$ cat src/rtl/sipo_frame_ctrl.sv
// sipo_frame_ctrl: serial-in / parallel-out frame receiver.
// Frame: start bit (0), WIDTH data bits LSB first, optional even-parity bit,
// stop bit (1). A good frame is committed to data_out/data_valid on the edge
// that samples its stop bit. data_out is held by a valid/ready handshake.
// Optional feature: define PARITY_EN to expect an even-parity bit after the data bits.
module sipo_frame_ctrl #(
    parameter int WIDTH = 4
) (
    input  logic             clk,
    input  logic             reset,
    input  logic             serial_in,
    output logic [WIDTH-1:0] data_out,
    output logic             data_valid,
    input  logic             data_ready,
    output logic             busy,
    output logic             frame_err,
    output logic             overrun,
    output logic             parity_err
);

    localparam int CW = $clog2(WIDTH + 1);

    typedef enum logic [1:0] {
        IDLE   = 2'd0,
        DATA   = 2'd1,
        PARITY = 2'd2,
        STOP   = 2'd3
    } state_t;

    state_t           r_state;
    state_t           w_state_next;
    logic [CW-1:0]    r_cnt;
    logic [WIDTH-1:0] r_shift;
    logic [WIDTH-1:0] r_data;
    logic             r_valid;
    logic             r_frame_err;
    logic             r_overrun;
    logic             w_last_bit;
    logic             w_commit;
    logic             w_stop_bad;
    logic             w_handshake;
`ifdef PARITY_EN
    logic             r_parity_err;
    logic             w_par_bad;
`endif

    // The counter reaches WIDTH at most, so it never wraps inside a frame.
    assign w_last_bit  = (r_cnt == CW'(WIDTH - 1));
    assign w_handshake = r_valid && data_ready;

    // State register.
    always_ff @(posedge clk or negedge reset) begin
        if (!reset) begin
            r_state <= IDLE;
        end else begin
            r_state <= w_state_next;
        end
    end

    // Next-state logic plus per-frame outcome strobes (commit / bad stop / bad parity).
    always_comb begin
        w_state_next = r_state;
        w_commit     = 1'b0;
        w_stop_bad   = 1'b0;
`ifdef PARITY_EN
        w_par_bad    = 1'b0;
`endif
        case (r_state)
            IDLE: begin
                if (!serial_in) begin
                    w_state_next = DATA;
                end
            end
            DATA: begin
                if (w_last_bit) begin
`ifdef PARITY_EN
                    w_state_next = PARITY;
`else
                    w_state_next = STOP;
`endif
                end
            end
            PARITY: begin
`ifdef PARITY_EN
                // All data bits are in r_shift here; even parity means the XOR is 0.
                if ((^r_shift) ^ serial_in) begin
                    w_par_bad    = 1'b1;
                    w_state_next = IDLE;
                end else begin
                    w_state_next = STOP;
                end
`else
                w_state_next = IDLE;
`endif
            end
            STOP: begin
                w_state_next = IDLE;
                if (serial_in) begin
                    w_commit = 1'b1;
                end else begin
                    w_stop_bad = 1'b1;
                end
            end
            default: begin
                w_state_next = IDLE;
            end
        endcase
    end

    // Bit counter: held at 0 while idle so the first data bit lands at position 0.
    always_ff @(posedge clk or negedge reset) begin
        if (!reset) begin
            r_cnt <= '0;
        end else if (r_state == DATA) begin
            r_cnt <= r_cnt + CW'(1);
        end else begin
            r_cnt <= '0;
        end
    end

    // Shift register: each data cycle writes serial_in at the position given by the counter.
    always_ff @(posedge clk or negedge reset) begin
        if (!reset) begin
            r_shift <= '0;
        end else if (r_state == DATA) begin
            for (int i = 0; i < WIDTH; i++) begin
                if (r_cnt == CW'(i)) begin
                    r_shift[i] <= serial_in;
                end
            end
        end
    end

    // Output holding register, valid/ready handshake, and one-cycle error pulses.
    always_ff @(posedge clk or negedge reset) begin
        if (!reset) begin
            r_data      <= '0;
            r_valid     <= 1'b0;
            r_frame_err <= 1'b0;
            r_overrun   <= 1'b0;
        end else begin
            r_frame_err <= w_stop_bad;
            r_overrun   <= 1'b0;
            if (w_commit) begin
                // A frame arriving while the previous one is still unconsumed is dropped.
                if (r_valid && !data_ready) begin
                    r_overrun <= 1'b1;
                end else begin
                    r_data  <= r_shift;
                    r_valid <= 1'b1;
                end
            end else if (w_handshake) begin
                r_valid <= 1'b0;
            end
        end
    end

`ifdef PARITY_EN
    // Parity error pulse, registered so it appears the cycle after the parity bit.
    always_ff @(posedge clk or negedge reset) begin
        if (!reset) begin
            r_parity_err <= 1'b0;
        end else begin
            r_parity_err <= w_par_bad;
        end
    end
    assign parity_err = r_parity_err;
`else
    assign parity_err = 1'b0;
`endif

    assign data_out   = r_data;
    assign data_valid = r_valid;
    assign frame_err  = r_frame_err;
    assign overrun    = r_overrun;
    assign busy       = (r_state != IDLE);

endmodule

$ cat config.mk
export PLATFORM = sky130hd
export DESIGN_NAME = sipo_frame_ctrl
export DESIGN_NICKNAME = d
export VERILOG_FILES = /design/src/rtl/sipo_frame_ctrl.sv
export SDC_FILE = /design/constraint.sdc
export NUM_CORES = 1
export LEC_CHECK = 0
export ABC_AREA = 1
export BUFFER_PORTS_ARGS = -buffer_cell sky130_fd_sc_hd__buf_2
export CAP_MARGIN = 20
export CORE_MARGIN = 2
export CORE_UTILIZATION = 47
export DETAILED_ROUTE_END_ITERATION = 16
export PLACE_DENSITY = 0.72
export SETUP_SLACK_MARGIN = 0.4
export SLEW_MARGIN = 20
export SYNTH_ARGS = -nofsm -noshare
export SYNTH_HDL_FRONTEND = slang
export SYNTH_SLANG_ARGS = --single-unit
$ cat constraint.sdc
create_clock -name clk -period 0.95 [get_ports clk]
set_input_delay 0.0475 -clock clk [delete_from_list [all_inputs] [get_ports clk]]
set_output_delay 0.0475 -clock clk [all_outputs]
set_load 0.03 [all_outputs]
==> results_dict.tcl, run 1 <==
set metrics [dict create \
    rows 14 \
    synth_seq_area_share_pct 54.9 \
    placed_cells 109 \
    cp-start-kind "register" \
    fmax_ghz 0.915 \
    setup_viol 12 \
    die_x_um 43.4 \
    ys_ff_latch 16 \
    via_per_inst 4.66 \
    dieArea_um2 1880 \
    cts_max_path_buffers 2 \
    hold_end "frame_err" \
    drt_iter0_drc 4 \
    ir_drop_mv 1.77 \
    holdPathStages 2 \
    crit_path_max_fanout 4 \
    rr_worst_depth 6 \
    areaGrowthSynthToFinish_pct 49.9 \
    setup_ws_ps -143 \
    wl_per_cell_um 11.2 \
    grt_pass1_wl_um 2330 \
    min_path_type "primary input to register" \
    syn_avg_cell_area_um2 9.12 \
    cts_root_buffer "clkbuf_4" \
    hold_viol 0 \
    synth_top_family_by_area "simple AND/OR/NAND/NOR gates" \
    path_class "register to register" \
    remaining_drc_errors 0 \
    nNetsFinal 114 \
    start_util_pct 49.6 \
    h-tree-depth 1 \
    slew_viol_final 0 \
    placed_cell_area_um2 866 \
    track_usage_pct 17.1 \
    synthMuxAreaShare_pct 0 \
    postRouteAntennaNets 0 \
    maxCapViolCount 0 \
    synth_compound_area_share_pct 1.37 \
    antenna_found_initial 0 \
    crit_required_ps 1130 \
    rsz0062_at_grt "true" \
    numCtsBuffers 3 \
    routabilityCongestion 0.734 \
    cellPowerDensity_nw_per_um2 3260 \
    layout-drive-gt1-share_pct 53.8 \
    setup_tns_ps -826 \
    die_y_um 43.4 \
    status "finished, violations left" \
    violations "negative setup slack" \
    post-route-period-util_pct 115 \
    clk_latency_ps 280 \
    skew_ps 1.02 \
    dpl.hpwl_um 866 \
    fin_area_um2 1090 \
    r2r-start "r_cnt[0]" \
    synth-xor-area-share_pct 0 \
    end_kind "register" \
    cts.sinks 16 \
    vias 559 \
    grt.overflow.total 0 \
    syn_inst 80 \
    cts_tree "yes" \
    port_buffers 11 \
    grt_pass1_vias 529 \
    fin_cells 120 \
    r2r_end "r_shift[3]" \
    clkTransAtPathRegs_ps 100 \
    ios 13 \
    p_leak_nw 0.568 \
    r2r_slack_ps -140 \
    drtPass1Iterations 4 \
    antenna_cells 0 \
    fin_hold_ws_ps 19.7 \
    crit_arrival_ps 1280 \
    ys.warnings.count 0 \
    min_period_ps 1090 \
    netlist_area_um2 729 \
    syn_nets 89 \
    grt_max_degree 17 \
    synth_fa_ha_area_share_pct 8.58 \
    synth-simple-area-share_pct 26.9 \
    hold_path_startpoint "serial_in" \
    pre_cts_ws_ps -143 \
    synth_cell_type_count 15 \
    core_area_um2 1470 \
    totalWireLength_um 1340 \
]
==> routing by layer <==
layer | global-route usage (%) | routed length, um
met1 | 19.9 | 578
met2 | 28.4 | 704
met3 | 5.00 | 47
met4 | 9.09 | 13
met5 | 0 | 0
==> registers in the layout, summed over array words and instances, names as in the netlist <==
signal / flops
data_out: 4
frame_err: 1
r_state: 2
data_valid: 1
overrun: 1
r_cnt: 3
r_shift: 4
==> area by class of cell <==
cell class	count	area (um2)
clock buffers	4	36.3
fillers	104	378
inverters	13	51.3
multi-input cells	50	385
flip-flops and latches	16	404
well taps	16	20.0
repair buffers	21	196
==> worst max-delay path, stage by stage, from the launching register on <==
cell and delay (ps):
dfrtp_1 430, ha_2 210, ha_4 160, inv_4 50
nor2_4 30, nand2_1 50, nand2_1 50
==> cell usage after synthesis <==
| master | instances | area share (%) |
|---|---|---|
| inv_2 | 2 | 1.0 |
| a21oi_1 | 1 | 0.69 |
| nor2_1 | 8 | 4.1 |
| ha_1 | 5 | 8.6 |
| nand2_4 | 1 | 1.5 |
| nand2_2 | 2 | 1.7 |
| buf_4 | 1 | 1.0 |
| dfrtp_1 | 16 | 55 |
| nor2_8 | 1 | 2.7 |
| nand2_1 | 22 | 11 |
| inv_1 | 11 | 5.7 |
| nand3_1 | 7 | 4.8 |
| o21ai_0 | 1 | 0.69 |
| nor3_1 | 1 | 0.69 |
| conb_1 | 1 | 0.51 |
==> cells in the final DEF, fill, tap and decap left out, drive strengths merged <==
master | synthesis | routed
a21oi | 1 | 1
buf | 1 | 19
clkbuf | 0 | 5
conb | 1 | 1
dfrtp | 16 | 16
dlygate4sd3 | 0 | 1
ha | 5 | 5
inv | 13 | 13
nand2 | 25 | 25
nand3 | 7 | 7
nor2 | 9 | 9
nor3 | 1 | 1
o21ai | 1 | 1
==> worst max-delay path by stage <==
stage | from | slack (ps) | cells past startpoint | to
final | r_cnt[0] | -140 | 6 | r_shift[3]
after global routing | r_cnt[0] | -180 | 6 | r_shift[3]
after CTS | r_cnt[0] | -140 | 6 | r_shift[3]
after detailed placement | r_cnt[0] | -140 | 7 | r_shift[2]
after global placement | r_cnt[1] | -90 | 6 | r_shift[3]
after floorplan | r_cnt[0] | -70 | 7 | r_shift[2]
==> through the flow <==
stage | utilization, % | total power, mW
2_1_floorplan | - | 2.10
3_3_place_gp | 58.8 | 2.39
3_5_place_dp | 58.8 | 2.45
4_1_cts | 69.7 | 3.34
5_1_grt | 74.3 | 3.86
6_report | 74.3 | 3.57
==> logic make-up after synthesis <==
group | Yosys count
compound gates | 2
fa+ha+maj | 5
buf+inv | 14
other cells | 1
flops | 16
simple gates | 42
==> power breakdown <==
part	internal [mW]	switching [mW]	total (mW)	leakage [nW]
Combinational	0.877	1.04	1.92	0.348
Sequential	0.971	0.229	1.20	0.199
Clock	0.233	0.222	0.455	0.0210
==> repair_timing <==
action / in CTS / in global routing
endpoints found under the hold margin: 17 / 0
hold buffers: 1 / 0
pin swaps: 2 / 10
buffers inserted: 4 / 2
endpoints found under the setup margin: 24 / 25
gates resized for setup: 28 / 14
Note: power is estimated with default switching activity, not from simulation.
==> inputs of run 2 (changes only) <==
==> constraint.sdc (replaced) <==
create_clock -name clk -period 0.95 [get_ports clk]
set_input_delay 0.1425 -clock clk [delete_from_list [all_inputs] [get_ports clk]]
set_output_delay 0.1425 -clock clk [all_outputs]
set_load 0.03 [all_outputs]
==> results_dict.tcl, run 2 (synthesized netlist as in run 1, its figures left out) <==
set metrics [dict create \
    status "finished, violations left" \
    violations "negative hold slack, negative setup slack" \
    min_path_type "primary input to asynchronous set/reset pin" \
    cts_root_buffer "clkbuf_4" \
    skew_ps 3.60 \
    layout-drive-gt1-share_pct 57.9 \
    remaining_drc_errors 0 \
    final_cell_mix "nand2_1 (20), buf_4 (11), buf_6 (10), dfrtp_1 (9), inv_2 (8)" \
    h-tree-depth 1 \
    cp_cell_sequence "ha_2, ha_4, inv_4, nor2_4, nand2_1, nand2_1" \
    via_per_inst 4.64 \
    dr.max_layer_used "met4" \
    p_leak_nw 0.563 \
    hold_viol 16 \
    fmax_ghz 0.894 \
    antenna_cells 0 \
    nNetsFinal 117 \
    drtPass1Iterations 4 \
    routabilityCongestion 0.729 \
    rsz0062_at_grt "true" \
    m1WireLength_um 551 \
    worst_path_max_delay_cell "dfrtp_1" \
    setup_viol 22 \
    cp_top_family "flip-flops" \
    crit_arrival_ps 1300 \
    port_buffers 11 \
    path_class "register to register" \
    grt_pass1_vias 558 \
    rows 14 \
    post-route-period-util_pct 118 \
    track_usage_pct 17.4 \
    cpMostUsedCell "nand2_1" \
    ios 13 \
    totalWireLength_um 1380 \
    crit_required_ps 1140 \
    cp.depth 6 \
    cellPowerDensity_nw_per_um2 3290 \
    numCtsBuffers 3 \
    wl_per_cell_um 11.2 \
    slew_viol_final 0 \
    critPathBufInv 1 \
    maxCapViolCount 0 \
    dpl.hpwl_um 839 \
    min_period_ps 1120 \
    routed-wl-met3_um 43 \
    cts.sinks 16 \
    slowest_delay_ps 430 \
    drt_iter0_drc 7 \
    grt_pass1_wl_um 2260 \
    start_util_pct 49.6 \
    cts_tree "yes" \
    clk_latency_ps 290 \
    dr_wl_met2_um 764 \
    areaGrowthSynthToFinish_pct 50.8 \
    postRouteAntennaNets 0 \
    fin_hold_ws_ps -254 \
    vias 571 \
    fin_area_um2 1100 \
    grt_max_degree 17 \
    ir_drop_mv 1.79 \
    die_x_um 43.4 \
    antenna_found_initial 0 \
    pre_cts_ws_ps -147 \
    end_kind "register" \
    grt.overflow.total 0 \
    die_y_um 43.4 \
    placed_cell_area_um2 873 \
    rr_worst_depth 6 \
    core_area_um2 1470 \
    cp-start-kind "register" \
    crit_path_max_fanout 4 \
    cts_max_path_buffers 2 \
    clkTransAtPathRegs_ps 90 \
    setup_ws_ps -169 \
    dieArea_um2 1880 \
    final_common_cell "nand2_1" \
]
==> run 2: cell types whose count changed in the layout (fill, tap and decap cells not counted), moves of 3 or more <==
cell     before  now
nand2_1      17   20
buf_4         6   11
nor2_1        4    1
dfrtp_1      13    9
nand2_2       3    0
nor2_2        1    5
dfrtp_2       3    7
==> run 2: cell type report <==
class / instances / area [um2]
Clock buffer: 4 / 26.3
Fill cell: 103 / 372
Inverter: 13 / 51.3
Multi-Input combinational cell: 50 / 383
Sequential cell: 16 / 409
Tap cell: 16 / 20.0
Timing Repair Buffer: 24 / 210
==> run 2: final timing paths <==
kind | slack [ps] | endpoint | from
hold / removal | -250 | r_shift[1] | reset
min in group clk | 110 | frame_err | serial_in
setup / recovery | -170 | r_shift[3] | r_cnt[0]
max in group asynchronous | 930 | frame_err | reset
hold reg to reg | 480 | r_shift[1] | r_shift[1]
setup reg to reg | -170 | r_shift[3] | r_cnt[0]
==> run 2: where the power goes <==
group / internal [mW] / leakage (nW) / switching (mW)
clock network: 0.163 / 0.0150 / 0.213
logic: 0.973 / 0.355 / 1.09
registers: 0.981 / 0.192 / 0.199
==> run 2: per-stage QoR <==
step / utilization, % / hold slack (ps) / TNS (ps) / total power, mW / cells
floorplan: - / -153 / -210 / 2.12 / 80
global placement: 59.4 / 69.5 / -399 / 2.42 / 109
detailed placement: 59.4 / 74.2 / -592 / 2.47 / 109
CTS: 71.0 / -256 / -1190 / 3.40 / 122
global route: 74.7 / -236 / -2440 / 3.90 / 123
finish: 74.7 / -254 / -1380 / 3.62 / 123
==> run 2: metal layers <==
metal / GRT usage [%] / vias up
met1: 16.9 / 263
met4: 15.8 / 0
met3: 3.75 / 2
met2: 30.4 / 12
li1: - / 294
met5: 0 / -
==> run 2: timing repair <==
action                                  in CTS  in global routing
setup buffers                                9                  1
endpoints found under the hold margin       16                 16
resized for setup                           25                 11
pin swaps                                    3                  8
endpoints found under the setup margin      24                 24
